File: config.mk
export PLATFORM = sky130hd
export DESIGN_NAME = seq_divider_n
export DESIGN_NICKNAME = d
export VERILOG_FILES = /design/src/rtl/seq_divider_n.sv
export SDC_FILE = /design/constraint.sdc
export NUM_CORES = 1
export LEC_CHECK = 0
export CORE_MARGIN = 2
export CORE_UTILIZATION = 25
export CTS_BUF_LIST = sky130_fd_sc_hd__clkbuf_8
export CTS_CLUSTER_DIAMETER = 120
export DETAILED_ROUTE_END_ITERATION = 10
export PLACE_DENSITY = 0.53
export SLEW_MARGIN = 0
export SYNTH_ARGS = -nofsm -noshare
export SYNTH_HDL_FRONTEND = slang
export SYNTH_SLANG_ARGS = --single-unit
File: constraint.sdc
create_clock -name clk_in -period 4.9 [get_ports clk_in]
set_input_delay 0.98 -clock clk_in [delete_from_list [all_inputs] [get_ports clk_in]]
set_output_delay 0.98 -clock clk_in [all_outputs]
set_load 0.02 [all_outputs]
File: src/rtl/seq_divider_n.sv
// ---------------------------------------------------------------------------
// seq_divider_n
//   Unsigned sequential restoring divider with a normalised divisor.
//   The divisor is shifted left so its MSB sits at bit WIDTH-1. Only the
//   quotient bits that can be non-zero are then computed. Latency is
//   WIDTH - msb(divisor) cycles, or 1 cycle for a zero divisor.
//
// Ports
//   clk_in       in   1      clock, rising edge
//   rst          in   1      asynchronous active-high reset
//   start        in   1      request; accepted only while busy==0
//   dividend     in   WIDTH  numerator, sampled on the accept edge
//   divisor      in   WIDTH  denominator, sampled on the accept edge
//   busy         out  1      high from the accept edge until completion
//   done         out  1      one-cycle completion pulse
//   quotient     out  WIDTH  result, held until the next accept
//   remainder    out  WIDTH  result, held until the next accept
//   div_by_zero  out  1      set with done for a zero divisor; cleared on accept
// ---------------------------------------------------------------------------
module seq_divider_n #(
  parameter int WIDTH = 8
) (
  input  logic             clk_in,
  input  logic             rst,
  input  logic             start,
  input  logic [WIDTH-1:0] dividend,
  input  logic [WIDTH-1:0] divisor,
  output logic             busy,
  output logic             done,
  output logic [WIDTH-1:0] quotient,
  output logic [WIDTH-1:0] remainder,
  output logic             div_by_zero
);

  localparam int CNT_W = $clog2(WIDTH) + 1;

  typedef enum logic {IDLE, CALC} state_t;

  state_t             state, state_nxt;
  logic [WIDTH-1:0]   rem, rem_nxt;
  logic [WIDTH-1:0]   dvs, dvs_nxt;
  logic [WIDTH-1:0]   q, q_nxt;
  logic [CNT_W-1:0]   cnt, cnt_nxt;
  logic               zdiv, zdiv_nxt;     // current operation has a zero divisor
  logic               busy_nxt, done_nxt, dz_nxt;
  logic [WIDTH-1:0]   quotient_nxt, remainder_nxt;

  logic [CNT_W-1:0]   msb;                // highest set bit of divisor
  logic [CNT_W-1:0]   shift_d;            // normalising shift amount
  logic [WIDTH-1:0]   dvs_norm;
  logic               ge;
  logic [WIDTH-1:0]   rem_step;
  logic [WIDTH-1:0]   q_step;

  // Priority encoder: the last assignment in the upward loop wins, so msb
  // ends up as the highest set bit. A zero divisor leaves msb at 0, which is
  // harmless because that case bypasses the iteration entirely.
  always_comb begin
    msb = '0;
    for (int i = 0; i < WIDTH; i++) begin
      if (divisor[i]) msb = CNT_W'(i);
    end
  end

  assign shift_d  = CNT_W'(WIDTH - 1) - msb;
  assign dvs_norm = divisor << shift_d;

  // One restoring step. Subtraction happens only when rem >= dvs, so it never wraps.
  assign ge       = (rem >= dvs);
  assign rem_step = ge ? (rem - dvs) : rem;
  assign q_step   = {q[WIDTH-2:0], ge};

  always_comb begin
    // NOTE: every signal written here gets a default first. An assignment
    // missing on some path would otherwise infer a latch.
    state_nxt     = state;
    rem_nxt       = rem;
    dvs_nxt       = dvs;
    q_nxt         = q;
    cnt_nxt       = cnt;
    zdiv_nxt      = zdiv;
    busy_nxt      = busy;
    done_nxt      = 1'b0;
    dz_nxt        = div_by_zero;
    quotient_nxt  = quotient;
    remainder_nxt = remainder;

    unique case (state)
      IDLE: begin
        if (start) begin
          rem_nxt   = dividend;
          q_nxt     = '0;
          dz_nxt    = 1'b0;
          busy_nxt  = 1'b1;
          state_nxt = CALC;
          if (divisor == '0) begin
            zdiv_nxt = 1'b1;
            dvs_nxt  = '0;
            cnt_nxt  = CNT_W'(1);
          end else begin
            zdiv_nxt = 1'b0;
            dvs_nxt  = dvs_norm;
            cnt_nxt  = shift_d + CNT_W'(1);
          end
        end
      end

      CALC: begin
        if (zdiv) begin
          // Zero divisor: report all-ones / dividend after a single cycle.
          quotient_nxt  = '1;
          remainder_nxt = rem;
          dz_nxt        = 1'b1;
          done_nxt      = 1'b1;
          busy_nxt      = 1'b0;
          cnt_nxt       = '0;
          zdiv_nxt      = 1'b0;
          state_nxt     = IDLE;
        end else begin
          q_nxt   = q_step;
          rem_nxt = rem_step;
          dvs_nxt = dvs >> 1;
          cnt_nxt = cnt - CNT_W'(1);
          if (cnt == CNT_W'(1)) begin
            quotient_nxt  = q_step;
            remainder_nxt = rem_step;
            done_nxt      = 1'b1;
            busy_nxt      = 1'b0;
            state_nxt     = IDLE;
          end
        end
      end

      default: state_nxt = IDLE;
    endcase
  end

  // NOTE: sequential state uses non-blocking assignments only. Every register
  // then samples the values from before the edge, regardless of statement order.
  always_ff @(posedge clk_in or posedge rst) begin
    if (rst) begin
      state       <= IDLE;
      rem         <= '0;
      dvs         <= '0;
      q           <= '0;
      cnt         <= '0;
      zdiv        <= 1'b0;
      busy        <= 1'b0;
      done        <= 1'b0;
      div_by_zero <= 1'b0;
      quotient    <= '0;
      remainder   <= '0;
    end else begin
      state       <= state_nxt;
      rem         <= rem_nxt;
      dvs         <= dvs_nxt;
      q           <= q_nxt;
      cnt         <= cnt_nxt;
      zdiv        <= zdiv_nxt;
      busy        <= busy_nxt;
      done        <= done_nxt;
      div_by_zero <= dz_nxt;
      quotient    <= quotient_nxt;
      remainder   <= remainder_nxt;
    end
  end

endmodule

==> flow_summary.rst <==
.. list-table::
   :header-rows: 1

   * - Metric
     - Value
   * - Number of vias after detailed routing
     - 2612
   * - Total Die Area
     - 13300 sq um
   * - Sum of negative setup slack
     - 0 ns
   * - Peak fanout along the critical path
     - 11
   * - Post-synth EDFFs
     - 0
   * - Final nets
     - 396
   * - Global router's overall resource usage
     - 0.119
   * - Worst R2R Start
     - state
   * - # resized after CTS
     - 0
   * - Mux cell area share after synthesis
     - 0.0145
   * - Endpoints failing setup
     - 0
   * - Synthesized netlist cell count
     - 332
   * - Least-Margin Pin Slew
     - 1.00 ns
   * - Maximum vdd drop
     - 171 uV
   * - Maximum clock insertion buffer count
     - 2
   * - Average via count per standard cell
     - 4.89
   * - Length in cells of the worst reg-to-reg path
     - 5
   * - Xor and xnor area share after synthesis
     - 0.0141
   * - Effective utilization at floorplan
     - 0.257
   * - Internal cell power
     - 1.48 mW
   * - Status
     - completed
   * - Via count of the first global-routing pass
     - 2566
   * - Period utilisation layout
     - 0.570
   * - Number of ports placed on the die boundary
     - 38
   * - Diode count
     - 0
   * - Synth-to-layout area growth
     - 20.3%
   * - Critical Path RT
     - 5.05 ns
   * - H-tree depth
     - 2
   * - Arithmetic-cell share of the synthesized area counting full adders, half adders and majority gates
     - 0.0508
   * - Number of hold buffers added after CTS
     - 0
   * - Post-Synthesis Mean Instance Area
     - 9.34 sq um
   * - Gpl congestion
     - 0.863
   * - Sort of element at the start of the critical path
     - input port
   * - Clock transition time at the flip-flop clock pins of the worst setup and hold paths
     - 0.09 ns
   * - Core area
     - 12100 sq um
   * - Dominant combinational cell family by area after synthesis
     - compound AO/OA/AOI/OAI gates
   * - Count of buffers inserted at the top-level ports
     - 37
   * - Synth cell types
     - 73
   * - Die W
     - 115 um
   * - Die extent in y
     - 115 um
   * - Setup Skew
     - 0.0135 ns
   * - Worst skew pair latency
     - 0.30 ns
   * - Global-route wire length before repair
     - 12.8 mm
   * - Max-slew violations
     - 0
   * - Drt wl/cell
     - 14.7 um
   * - Post-DP HPWL
     - 6.05 mm
   * - Post-Synth Simple-Gate Area
     - 0.174
   * - Leakage power
     - 1.53 nW
   * - RSZ-0062 raised after global routing
     - no
   * - Worst R2R End
     - rem[1]
   * - Number of warnings reported in the yosys synthesis log
     - 0
   * - Row Count
     - 40
   * - Critical path startpoint
     - divisor[6]
   * - Comb power frac
     - 0.647
   * - Share of post-route cells with drive strength above 1
     - 0.101
   * - Area of the mapped netlist
     - 3100 sq um
   * - Drt initial violations
     - 238
   * - Pin count of the biggest net entering global routing
     - 49
   * - Buffers inserted by post-CTS timing repair
     - 0
   * - Most used flip-flop cell after synthesis
     - sky130_fd_sc_hd__dfrtp_1
   * - Synth Net Count
     - 363
   * - Sum of routed wire length over all layers
     - 7.84 mm
   * - Peak Freq
     - 0.358 GHz
   * - Slack of the worst reg-to-reg path
     - 2.62 ns
   * - Synth async-reset ratio
     - 1.00
   * - Number of antenna violations at the first check in global routing
     - 0
   * - Switching power summed over all nets
     - 1.33 mW
   * - Switching fraction of total power
     - 0.474
   * - Worst Path Class, Setup
     - in2reg
   * - Number of antenna-violating nets in the routed design
     - 0
   * - Number of register bits inferred by synthesis
     - 48
   * - Class of the worst hold path
     - reg2reg
   * - TritonCTS clock tree
     - done
   * - Max-slew headroom
     - 0.330
   * - Global-route congestion overflow total
     - 0
   * - Final hold violations
     - 0
   * - Critical path endpoint
     - dvs[6]
   * - Sort of element at the end of the critical path
     - register
   * - Area fraction in compound gates after synthesis
     - 0.300
   * - Clock Sink Count
     - 48
   * - Final routed DRC violation total
     - 0
   * - Reported max-cap violation count
     - 0
   * - Part of the total power dissipated in the clock network
     - 0.090
   * - Minimum clock period
     - 2.79 ns
   * - Number of buffers inserted during clock tree synthesis
     - 5
   * - Post-synthesis sequential area ratio
     - 0.387
   * - Count of TritonRoute iterations in the first routing pass
     - 4
   * - Sequential cell fraction of total power
     - 0.263
   * - Total power draw
     - 2.81 mW
   * - Cell at the root of the clock tree
     - sky130_fd_sc_hd__clkbuf_8
   * - Arrival time at the worst endpoint
     - 2.94 ns
   * - Power density relative to cell area
     - 754 nW/um^2
-- power by group through the flow --
| stage | Clock (mW) | Combinational (mW) | Sequential [mW] |
|---|---|---|---|
| 6_report | 0.254 | 1.82 | 0.741 |
| 2_1_floorplan | 0 | 1.28 | 0.779 |
| 4_1_cts | 0.262 | 1.82 | 0.742 |
| 5_1_grt | 0.278 | 1.99 | 0.765 |
| 3_5_place_dp | 0 | 1.82 | 0.750 |
| 3_3_place_gp | 0 | 1.79 | 0.745 |
-- Yosys cell counts (3+ instances only) --
master	count	area, sq um
sky130_fd_sc_hd__o21a_1	4	30.0
sky130_fd_sc_hd__o21ai_1	7	35.0
sky130_fd_sc_hd__mux2i_1	3	30.0
sky130_fd_sc_hd__clkbuf_1	3	11.3
sky130_fd_sc_hd__o22a_1	7	61.3
sky130_fd_sc_hd__o21ai_0	16	80.1
sky130_fd_sc_hd__o31ai_1	4	30.0
sky130_fd_sc_hd__nand4_1	5	31.3
sky130_fd_sc_hd__o21bai_1	3	22.5
sky130_fd_sc_hd__o221ai_1	7	61.3
sky130_fd_sc_hd__nand3_1	6	30.0
sky130_fd_sc_hd__o31ai_4	3	63.8
sky130_fd_sc_hd__a22o_1	7	61.3
sky130_fd_sc_hd__dfrtp_1	48	1200
sky130_fd_sc_hd__nand2_1	28	105
sky130_fd_sc_hd__inv_1	27	101
sky130_fd_sc_hd__inv_2	3	11.3
sky130_fd_sc_hd__o211ai_1	5	37.5
sky130_fd_sc_hd__a31oi_1	5	31.3
sky130_fd_sc_hd__nor2b_1	8	50.1
sky130_fd_sc_hd__xor2_1	3	26.3
sky130_fd_sc_hd__a211oi_1	3	22.5
sky130_fd_sc_hd__nor3b_1	3	22.5
sky130_fd_sc_hd__nand3_2	3	30.0
sky130_fd_sc_hd__ha_1	11	138
sky130_fd_sc_hd__nand2b_1	7	43.8
sky130_fd_sc_hd__a21oi_1	17	85.1
sky130_fd_sc_hd__nor2_1	26	97.6
sky130_fd_sc_hd__buf_2	8	40.0
-- cells in the final DEF (no fill, tap or decap), types with 2 or more instances in the layout --
cell,netlist,routed
sky130_fd_sc_hd__a2bb2oi_1,2,2
sky130_fd_sc_hd__a21oi_1,17,17
sky130_fd_sc_hd__o211ai_1,5,5
sky130_fd_sc_hd__dfrtp_1,48,48
sky130_fd_sc_hd__buf_4,0,3
sky130_fd_sc_hd__nand3_2,3,3
sky130_fd_sc_hd__nor3b_1,3,3
sky130_fd_sc_hd__a31oi_1,5,5
sky130_fd_sc_hd__a211oi_2,2,2
sky130_fd_sc_hd__nand4_1,5,5
sky130_fd_sc_hd__o221ai_1,7,7
sky130_fd_sc_hd__o21ai_1,7,7
sky130_fd_sc_hd__nor2b_1,8,8
sky130_fd_sc_hd__o31ai_1,4,4
sky130_fd_sc_hd__o31ai_4,3,3
sky130_fd_sc_hd__nand2b_1,7,7
sky130_fd_sc_hd__clkbuf_8,0,6
sky130_fd_sc_hd__mux2i_1,3,3
sky130_fd_sc_hd__xnor2_1,2,2
sky130_fd_sc_hd__and4_1,2,2
sky130_fd_sc_hd__ha_1,11,11
sky130_fd_sc_hd__or3_1,2,2
sky130_fd_sc_hd__o21ai_0,16,16
sky130_fd_sc_hd__nor2_2,2,2
sky130_fd_sc_hd__nor2_1,26,26
sky130_fd_sc_hd__inv_2,3,4
sky130_fd_sc_hd__o21bai_1,3,3
sky130_fd_sc_hd__clkdlybuf4s50_1,0,37
sky130_fd_sc_hd__a21o_1,2,2
sky130_fd_sc_hd__a22o_1,7,7
sky130_fd_sc_hd__o22a_1,7,7
sky130_fd_sc_hd__nand3_1,6,6
sky130_fd_sc_hd__a211oi_1,3,3
sky130_fd_sc_hd__nand2_1,28,28
sky130_fd_sc_hd__inv_1,27,26
sky130_fd_sc_hd__xor2_1,3,3
sky130_fd_sc_hd__o21a_1,4,4
-- worst min path at each step --
stage	from	endpoint	slack [ns]	cells after the start
after detailed placement	remainder[0]	remainder[0]	0.48	2
final	remainder[1]	remainder[1]	0.50	2
after global placement	remainder[1]	remainder[1]	0.47	2
after floorplan	q[6]	quotient[7]	0.46	1
after global routing	remainder[0]	remainder[0]	0.53	2
after CTS	remainder[0]	remainder[0]	0.50	2
-- logic make-up (layout without fill, tap and decap cells) --
group	Yosys count	count (layout)
AND/OR/NAND/NOR	101	101
XOR/XNOR	5	5
AO/OA/AOI/OAI	118	118
buffers and inverters	44	78
flip-flops	48	48
multiplexers	4	4
adder cells (fa/ha/maj)	12	12
-- critical path, cell delays in order --
cell,delay [ns]
sky130_fd_sc_hd__clkdlybuf4s50_1,0.62
sky130_fd_sc_hd__nor4_4,0.68
sky130_fd_sc_hd__a31oi_2,0.27
sky130_fd_sc_hd__o211ai_1,0.19
sky130_fd_sc_hd__a22o_1,0.16
sky130_fd_sc_hd__a31oi_1,0.04
-- cell type report --
type	count	area (sq um)
Inverter	30	113
Sequential cell	48	1200
Tap cell	168	210
Clock inverter	2	13.8
Fill cell	1274	8330
Timing Repair Buffer	40	393
Multi-Input combinational cell	240	1720
Clock buffer	6	82.6
-- registers in the layout, indices dropped and copies added (netlist names), 4 cells and up --
| name | cells |
|---|---|
| dvs | 8 |
| rem | 8 |
| cnt | 4 |
| q | 7 |
| remainder | 8 |
| quotient | 8 |
-- through the flow --
stage	setup slack [ns]	area (sq um)	util	std cells	hold WS (ns)
floorplan	2.69	3100	-	332	0.461
global placement	1.89	3630	0.301	526	0.467
detailed placement	1.84	3630	0.301	526	0.481
CTS	2.15	3730	0.309	534	0.503
global route	1.98	3730	0.309	534	0.530
finish	2.11	3730	0.309	534	0.500
-- layer usage --
| layer | share of wire | GRT usage |
|---|---|---|
| met3 | 0.040 | 0.0185 |
| met1 | 0.50 | 0.167 |
| met2 | 0.45 | 0.192 |
| met4 | 0.0066 | 0.0265 |
| met5 | 0 | 0 |
Note: power is estimated with default switching activity, not from simulation.
